[config.mk]
export PLATFORM = sky130hd
export DESIGN_NAME = letc_core_stage_memory1
export DESIGN_NICKNAME = d
export VERILOG_FILES = /design/src/rtl/letc_core_pkg.sv /design/src/rtl/letc_core_store_align.sv /design/src/rtl/letc_core_stage_memory1.sv
export SDC_FILE = /design/constraint.sdc
export NUM_CORES = 1
export LEC_CHECK = 0
export ABC_AREA = 1
export CAP_MARGIN = 20
export CORE_ASPECT_RATIO = 2
export CORE_MARGIN = 5
export CORE_UTILIZATION = 32
export CTS_CLUSTER_DIAMETER = 40
export DETAILED_ROUTE_END_ITERATION = 6
export PLACE_DENSITY = 0.78
export REMOVE_ABC_BUFFERS = 1
export SYNTH_ARGS = -nofsm -noshare
export SYNTH_HDL_FRONTEND = slang
export SYNTH_SLANG_ARGS = --single-unit
[constraint.sdc]
create_clock -name clk -period 3.2 [get_ports clk]
set_clock_uncertainty 0.05 [all_clocks]
set_input_delay 0.64 -clock clk [delete_from_list [all_inputs] [get_ports clk]]
set_output_delay 0.64 -clock clk [all_outputs]
set_load 0.005 [all_outputs]
[src/rtl/letc_core_pkg.sv]
// Shared types for the LETC core M1 stage: memory op encodings, E->M1 and M1->M2 bundles,
// the M1 request FSM state enum, and small helpers for offset/alignment handling.
package letc_core_pkg;

    localparam int XLEN   = 32;
    localparam int MASK_W = XLEN / 8;

    typedef logic [XLEN-1:0]   word_t;
    typedef logic [4:0]        reg_idx_t;
    typedef logic [MASK_W-1:0] byte_mask_t;

    typedef enum logic [1:0] {
        MEM_OP_NOP   = 2'd0,
        MEM_OP_LOAD  = 2'd1,
        MEM_OP_STORE = 2'd2,
        MEM_OP_AMO   = 2'd3
    } mem_op_e;

    typedef enum logic [1:0] {
        MEM_SIZE_BYTE = 2'd0,
        MEM_SIZE_HALF = 2'd1,
        MEM_SIZE_WORD = 2'd2
    } mem_size_e;

    typedef enum logic [3:0] {
        AMO_OP_SWAP = 4'd0,
        AMO_OP_ADD  = 4'd1,
        AMO_OP_XOR  = 4'd2,
        AMO_OP_AND  = 4'd3,
        AMO_OP_OR   = 4'd4,
        AMO_OP_MIN  = 4'd5,
        AMO_OP_MAX  = 4'd6,
        AMO_OP_MINU = 4'd7,
        AMO_OP_MAXU = 4'd8
    } amo_alu_op_e;

    typedef enum logic [1:0] {
        M1_IDLE = 2'd0,
        M1_REQ  = 2'd1,
        M1_HELD = 2'd2
    } m1_state_e;

    typedef struct packed {
        word_t       pc;
        reg_idx_t    rd_idx;
        logic        rd_we;
        word_t       alu_result;
        word_t       rs2_val;
        mem_op_e     mem_op;
        mem_size_e   mem_size;
        amo_alu_op_e amo_op;
    } e_to_m1_s;

    typedef struct packed {
        word_t       pc;
        reg_idx_t    rd_idx;
        logic        rd_we;
        word_t       alu_result;
        word_t       rs2_val;
        mem_op_e     mem_op;
        mem_size_e   mem_size;
        amo_alu_op_e amo_op;
        logic [1:0]  byte_off;
        logic        misaligned;
    } m1_to_m2_s;

    // Half needs an even offset, word needs offset zero.
    function automatic logic is_misaligned(input mem_size_e size, input logic [1:0] off);
        logic result;
        case (size)
            MEM_SIZE_HALF: result = off[0];
            MEM_SIZE_WORD: result = (off != 2'b00);
            default:       result = 1'b0;
        endcase
        return result;
    endfunction

    // Round an offset down to the natural boundary of the access size.
    function automatic logic [1:0] aligned_off(input mem_size_e size, input logic [1:0] off);
        logic [1:0] result;
        case (size)
            MEM_SIZE_BYTE: result = off;
            MEM_SIZE_HALF: result = {off[1], 1'b0};
            default:       result = 2'b00;
        endcase
        return result;
    endfunction

endpackage

[src/rtl/letc_core_store_align.sv]
// Combinational store lane aligner: shifts rs2 data into its byte lanes and builds the byte mask.
module letc_core_store_align
    import letc_core_pkg::*;
(
    input  mem_size_e   size,
    input  logic [1:0]  off,
    input  word_t       rs2_val,
    output word_t       wdata,
    output byte_mask_t  wmask
);

    always_comb begin
        case (size)
            MEM_SIZE_BYTE: wmask = 4'b0001 << off;
            MEM_SIZE_HALF: wmask = 4'b0011 << off;
            default:       wmask = 4'b1111;
        endcase
    end

    assign wdata = rs2_val << {off, 3'b000};

endmodule

[src/rtl/letc_core_stage_memory1.sv]
// LETC M1 stage: captures E's bundle, issues dmem requests over valid/ready, forwards to M2.
// Optional LETC_CORE_M1_MISALIGN_CHECK_EN: misaligned accesses skip the request and are flagged.
module letc_core_stage_memory1
    import letc_core_pkg::*;
(
    input  logic        clk,
    input  logic        rst,

    output logic        m1_ready,
    input  logic        m1_flush,
    input  logic        m1_stall,

    input  logic        e_to_m1_valid,
    input  e_to_m1_s    e_to_m1,

    output logic        dmem_req_valid,
    input  logic        dmem_req_ready,
    output word_t       dmem_req_addr,
    output logic        dmem_req_wen,
    output word_t       dmem_req_wdata,
    output byte_mask_t  dmem_req_wmask,
    output mem_size_e   dmem_req_size,
    output amo_alu_op_e dmem_req_amo,

    output logic        m1_to_m2_valid,
    output m1_to_m2_s   m1_to_m2
);

    logic       valid_reg;
    e_to_m1_s   inst_reg;
    m1_state_e  state_reg;
    m1_state_e  state_next;

    logic       is_mem;
    logic       misaligned;
    logic       fault;
    logic       handshake;
    logic [1:0] byte_off;
    logic [1:0] req_off;

    // Flush beats stall so a killed instruction can never re-issue its request.
    always_ff @(posedge clk or posedge rst) begin
        if (rst) begin
            valid_reg <= 1'b0;
        end else if (m1_flush) begin
            valid_reg <= 1'b0;
        end else if (!m1_stall && m1_ready) begin
            valid_reg <= e_to_m1_valid;
        end
    end

    always_ff @(posedge clk) begin
        if (!m1_stall && m1_ready) begin
            inst_reg <= e_to_m1;
        end
    end

    assign byte_off = inst_reg.alu_result[1:0];
    assign is_mem   = (inst_reg.mem_op != MEM_OP_NOP);

`ifdef LETC_CORE_M1_MISALIGN_CHECK_EN
    assign misaligned = is_misaligned(inst_reg.mem_size, byte_off);
    assign fault      = is_mem && misaligned;
    assign req_off    = byte_off;
`else
    assign misaligned = 1'b0;
    assign fault      = 1'b0;
    assign req_off    = aligned_off(inst_reg.mem_size, byte_off);
`endif

    always_ff @(posedge clk or posedge rst) begin
        if (rst) begin
            state_reg <= M1_IDLE;
        end else begin
            state_reg <= state_next;
        end
    end

    // IDLE covers the first cycle of a fresh request; REQ means it has been waiting.
    always_comb begin
        state_next = state_reg;
        case (state_reg)
            M1_IDLE, M1_REQ: begin
                if (m1_flush) begin
                    state_next = M1_IDLE;
                end else if (handshake) begin
                    state_next = m1_stall ? M1_HELD : M1_IDLE;
                end else begin
                    state_next = dmem_req_valid ? M1_REQ : M1_IDLE;
                end
            end
            M1_HELD: begin
                if (m1_flush || !m1_stall) begin
                    state_next = M1_IDLE;
                end
            end
            default: state_next = M1_IDLE;
        endcase
    end

    always_comb begin
        dmem_req_valid = 1'b0;
        case (state_reg)
            M1_IDLE, M1_REQ: dmem_req_valid = valid_reg && is_mem && !fault;
            default:         dmem_req_valid = 1'b0;
        endcase
        m1_to_m2_valid = valid_reg && !m1_flush && !m1_stall
                      && (!is_mem || fault || (dmem_req_valid && dmem_req_ready)
                          || (state_reg == M1_HELD));
    end

    assign handshake = dmem_req_valid && dmem_req_ready;
    assign m1_ready  = !(dmem_req_valid && !dmem_req_ready);

    assign dmem_req_addr = {inst_reg.alu_result[XLEN-1:2], req_off};
    assign dmem_req_wen  = (inst_reg.mem_op == MEM_OP_STORE);
    assign dmem_req_size = inst_reg.mem_size;
    assign dmem_req_amo  = inst_reg.amo_op;

    letc_core_store_align u_store_align (
        .size    (inst_reg.mem_size),
        .off     (req_off),
        .rs2_val (inst_reg.rs2_val),
        .wdata   (dmem_req_wdata),
        .wmask   (dmem_req_wmask)
    );

    always_comb begin
        m1_to_m2.pc         = inst_reg.pc;
        m1_to_m2.rd_idx     = inst_reg.rd_idx;
        m1_to_m2.rd_we      = inst_reg.rd_we;
        m1_to_m2.alu_result = inst_reg.alu_result;
        m1_to_m2.rs2_val    = inst_reg.rs2_val;
        m1_to_m2.mem_op     = inst_reg.mem_op;
        m1_to_m2.mem_size   = inst_reg.mem_size;
        m1_to_m2.amo_op     = inst_reg.amo_op;
        m1_to_m2.byte_off   = byte_off;
        m1_to_m2.misaligned = misaligned;
    end

endmodule
* Yosys cells after proc, flatten, opt, wreduce, memory -nomap -nowiden *
Index checks and enable logic that the tools add are counted.

word-level totals
  latch bits = 0
  memories = 0
  memory bits (read-only) = 0
  flip-flop bits (word level) = 113
  RAM bits = 0
  logic and storage cells = 49

operators by class
  bitwise logic cells = 0
  order comparisons = 0
  reduce and logical (&&, ||, !) cells = 20
  add/subtract/negate cells = 0
  multiplexer cells = 11
  $mul = 0
  eq/ne operators = 5
  shift-type cells = 3
  divide/modulo/power cells = 0

operators with widths
  kind                                                               count
  32-bit by 5-bit left shift with 32-bit output                      1
  2-bit 2-to-1 mux                                                   4
  2-bit case mux with 2 select lines                                 2
  4-bit case mux with 2 select lines                                 1
  1-bit logical AND                                                  7
  1-bit logical NOT                                                  5
  2-bit by 1-bit == test with 1-bit output, second input constant    2
  2-bit == test, second input constant                               2
  2-bit logical NOT                                                  2
  1-bit 2-to-1 mux                                                   4
  2-bit nonzero test                                                 2
  1-bit by 2-bit left shift with 4-bit output, first input constant  1
  2-bit by 2-bit left shift with 4-bit output, first input constant  1
  1-bit logical OR                                                   3
  2-bit != test, second input constant                               1
  2-bit OR reduction                                                 1

* Logic depth before layout (Yosys ltp) *
  depth after elaboration = 8
  depth in mapped cells = 7
  depth with buffers taken out = 6

* Cells and area by module *
A second synthesis with hierarchy kept.

unflattened totals
  cell total of the unflattened synthesis = 351
  area, all modules = 4591.9 um^2

by module, submodules not included
  module                   cells each  times used  area an instance (um^2)
  letc_core_stage_memory1  183         1           3819.9
  letc_core_store_align    168         1           772.0

* Least setup slack after synthesis *
OpenSTA, ideal clock, no wires.

  kind = input port to flip-flop
  from = in dmem_req_ready
  to = reg inst_reg, in the netlist dmem_req_addr[10] (enable)
  slack = -335 ps
  cell stages on the path = 4
  buffers on the path = 0
  required time = 2686 ps
  library setup time = 464 ps
  arrival = 3022 ps
  cells stage by stage = inv_1 nand3_1 nand2_1 inv_1

between the ends
  word-level cells in the longest chain between the ends = 4

RTL lines
  item                  line                            text
  start, declared       letc_core_stage_memory1.sv:17   input logic dmem_req_ready,
  1-bit logical NOT     letc_core_stage_memory1.sv:113  assign m1_ready = !(dmem_req_valid && !dmem_req_ready);
  1-bit logical AND     letc_core_stage_memory1.sv:113
  1-bit logical NOT     letc_core_stage_memory1.sv:113
  via m1_ready          letc_core_stage_memory1.sv:9    output logic m1_ready,
  1-bit logical AND     letc_core_stage_memory1.sv:53   if (!m1_stall && m1_ready) begin
  end signal, assigned  letc_core_stage_memory1.sv:54   inst_reg <= e_to_m1;
  end, declared         letc_core_stage_memory1.sv:30   e_to_m1_s inst_reg;

The timed path passes the listed nets, and every way through them passes these cells.
A chain may end at the register's enable or synchronous reset.

* Final worst setup path *
  from = reg inst_reg, in the netlist m1_to_m2[1]
  to = out dmem_req_wdata[23]

between the ends
  word-level cells in the longest chain between the ends = 2

RTL lines
  item                                           line                           text
  2-bit case mux with 2 select lines             letc_core_pkg.sv:81            case (size)
  32-bit by 5-bit left shift with 32-bit output  letc_core_store_align.sv:20    assign wdata = rs2_val << {off, 3'b000};
  end, declared                                  letc_core_stage_memory1.sv:20  output word_t dmem_req_wdata,

No other way between the ends.

==> summary.txt <==
Async SR Flop Fraction - 2.65%
Yosys warning count - 0
final wirelength - 15.0 mm
Worst-Margin Slew - 0.576 ns
Ports - 307
Final Util - 58.2%
Cell Chain, Critical Path - nand2_4 > inv_8 > nor2_4 > nand2_1 > nand2_1 > clkdlybuf4s50_1
Setup crit start kind - flop
Crit Path Category - flop to output pin
die area - 16900 um^2
register area share after synthesis - 74.1%
Area Growth Syn to Fin - 78.2%
Multi-input gate area - 632 um^2
# clock sinks - 113
Netlist cell types - 21
Setup crit end kind - output pin
EDFF count, synth - 110
initial antenna violation count - 3
CP delay by family, top - simple AND/OR/NAND/NOR gates
Max FO, Critical Path - 27
gr ovfl total - 0
Lkg Pwr - 3.23 nW
commonest cells in the netlist - edfxtp_1 (110), nand2_1 (82), inv_1 (45), buf_4 (41), nand3_1 (28)
status - finished clean
fin cells - 837
Mapped Avg Cell Area - 13.0 um^2
number of max-cap violations - 0
cell mode on critical path - nand2_1
setup TNS - 0 ns
DR vias - 3612
vias in the first global route - 4030
post-cts resize count - 0
H-Tree Depth - 4
Starting Density - 32.7%
placer congestion estimate - 0.919
CTS Buf Count - 17
worst vdd ir - 0.000400 V
Remaining DRCs - 0
num rows - 61
CTS tree - yes
Worst EP required - 2.51 ns
synthesis-stage register bit count - 113
post-synthesis instance total - 352
# fillers - 1137
chip width - 94.4 um
largest area contributor in the netlist - edfxtp_1
largest net degree at the start of global routing - 46
root buffer cell - clkbuf_16
Final Hold Fails - 0
hpwl dp - 12.3 mm
Vias/cell - 4.32
postcts setup bufs - 0
synth top area cells - edfxtp_1 (72%), buf_4 (6.7%), nand2_1 (6.7%)
max incr delay on CP - 0.51 ns
WL/cell - 17.9 um
placed cell count - 805
clock transition at the registers of the reported paths - 0.06 ns
drt first pass iters - 4
cts-stage hold buffer count - 0
Slew headroom - 61.6%
Seq. cell area - 3380 um^2
gr usage total - 17.4%
FF-to-FF setup slack - 1.25 ns
minimum clock period - 2.96 ns
PwrDens - 535 nW/um^2
Synth Flop Type - edfxtp_1
mapped cell area - 4560 um^2
CTS Buffer Depth - 2
CORE AREA - 14000 um^2
WP data arrival - 2.27 ns
slowest CP cell - clkdlybuf4s50_1
Max Freq - 338 MHz
RSZ-0062 raised after global routing - no
max reg flops - 74
Die H - 179 um
count leader, synth - edfxtp_1
top cell type's share of synthesized area - 72.4%
Setup violations, final - 0
Initial DRC Count - 72
Tot Pwr - 4.35 mW
layout cell share with drive strength beyond 1 - 7.25%
Port Buffers - 305
WP buf/inv - 2
Slew Limit Fails - 0
antenna cells - 0
antenna viol nets, final - 0
Clk Latency, worst-skew pair - 0.40 ns
Final period util - 92.5%
worst min-delay path class - primary input to async pin
first-pass GRT wire length - 21.6 mm
number of nets in the final layout - 751
## logic make-up after synthesis
family | Yosys count | synth area share, %
other | 1 | 0.0822
AOI/OAI and AO/OA | 5 | 0.576
and+or+nand+nor | 141 | 13.2
DFF | 113 | 74.1
buffers and inverters | 92 | 12.1
## cell usage in the layout, fill, tap and decap left out
cell             synthesis  final
nand2_4                  2      2
conb_1                   1      1
clkinvlp_4               0      1
dfrtp_1                  3      3
nor2_1                  22     22
edfxtp_1               110    110
nor2_4                   1      1
a21oi_1                  2      2
clkdlybuf4s50_1          0    305
bufinv_16                0      2
a31oi_1                  1      1
clkinv_4                 0      1
buf_4                   41      4
nand2_2                  4      4
inv_4                    1      2
nand3_1                 28     28
inv_6                    0      6
inv_1                   45     44
nor2_2                   1      1
nand2_1                 82     82
inv_8                    1      6
clkbuf_16                0     17
nand4_1                  1      1
o21ai_0                  2      2
## report_power, final
part           internal, mW  switching [mW]  leakage [nW]  total, mW
logic                 0.403           0.226          1.82      0.629
clock network          1.19           0.755         0.299       1.94
registers              1.73          0.0447          1.11       1.78
## layer usage
| metal | track usage, % | vias up | share of wire [%] |
|---|---|---|---|
| met5 | 0 | - | 0.15 |
| met4 | 9.40 | 6 | 4.3 |
| met3 | 7.31 | 42 | 9.6 |
| met2 | 32.1 | 201 | 55 |
| met1 | 15.5 | 1665 | 31 |
| li1 | - | 1698 | - |
## path summary, 6_finish.rpt
path,from,to,depth (start not counted)
min,rst,state_reg[1]$_DFFE_PP0P_,2
min in group clk,state_reg[0]$_DFFE_PP0P_,state_reg[1]$_DFFE_PP0P_,3
max reg2reg,m1_to_m2[9]$_DFFE_PP_,dmem_req_addr[16]$_DFFE_PP_,6
min reg2reg,state_reg[0]$_DFFE_PP0P_,state_reg[1]$_DFFE_PP0P_,3
max,m1_to_m2[1]$_DFFE_PP_,dmem_req_wdata[23],6
max in group asynchronous,rst,state_reg[0]$_DFFE_PP0P_,2
## worst register-to-register path: cells and delay by family (launching register included)
| family | cells | cell delay [ns] |
|---|---|---|
| flip-flops | 1 | 0.43 |
| AND/OR/NAND/NOR | 3 | 0.44 |
| buffers and inverters | 3 | 0.63 |
## area by class of cell
class | count | share of cell area (%)
Clock buffer | 17 | 5.23
Clock inverter | 15 | 2.28
Inverter | 47 | 2.32
Multi-Input combinational cell | 147 | 7.77
Sequential cell | 113 | 41.6
Tap cell | 189 | 2.91
Timing Repair Buffer | 309 | 37.9
## metrics by stage
stage | worst slack [ns] | instance area [um^2] | hold slack, ns
floorplan | -0.335 | 4200 | 0.344
global placement | 0.612 | 7520 | 0.461
detailed placement | 0.580 | 7520 | 0.487
CTS | 0.216 | 8130 | 0.354
global route | 0.119 | 8130 | 0.365
finish | 0.240 | 8130 | 0.378
(Power assumes the default switching activity.)
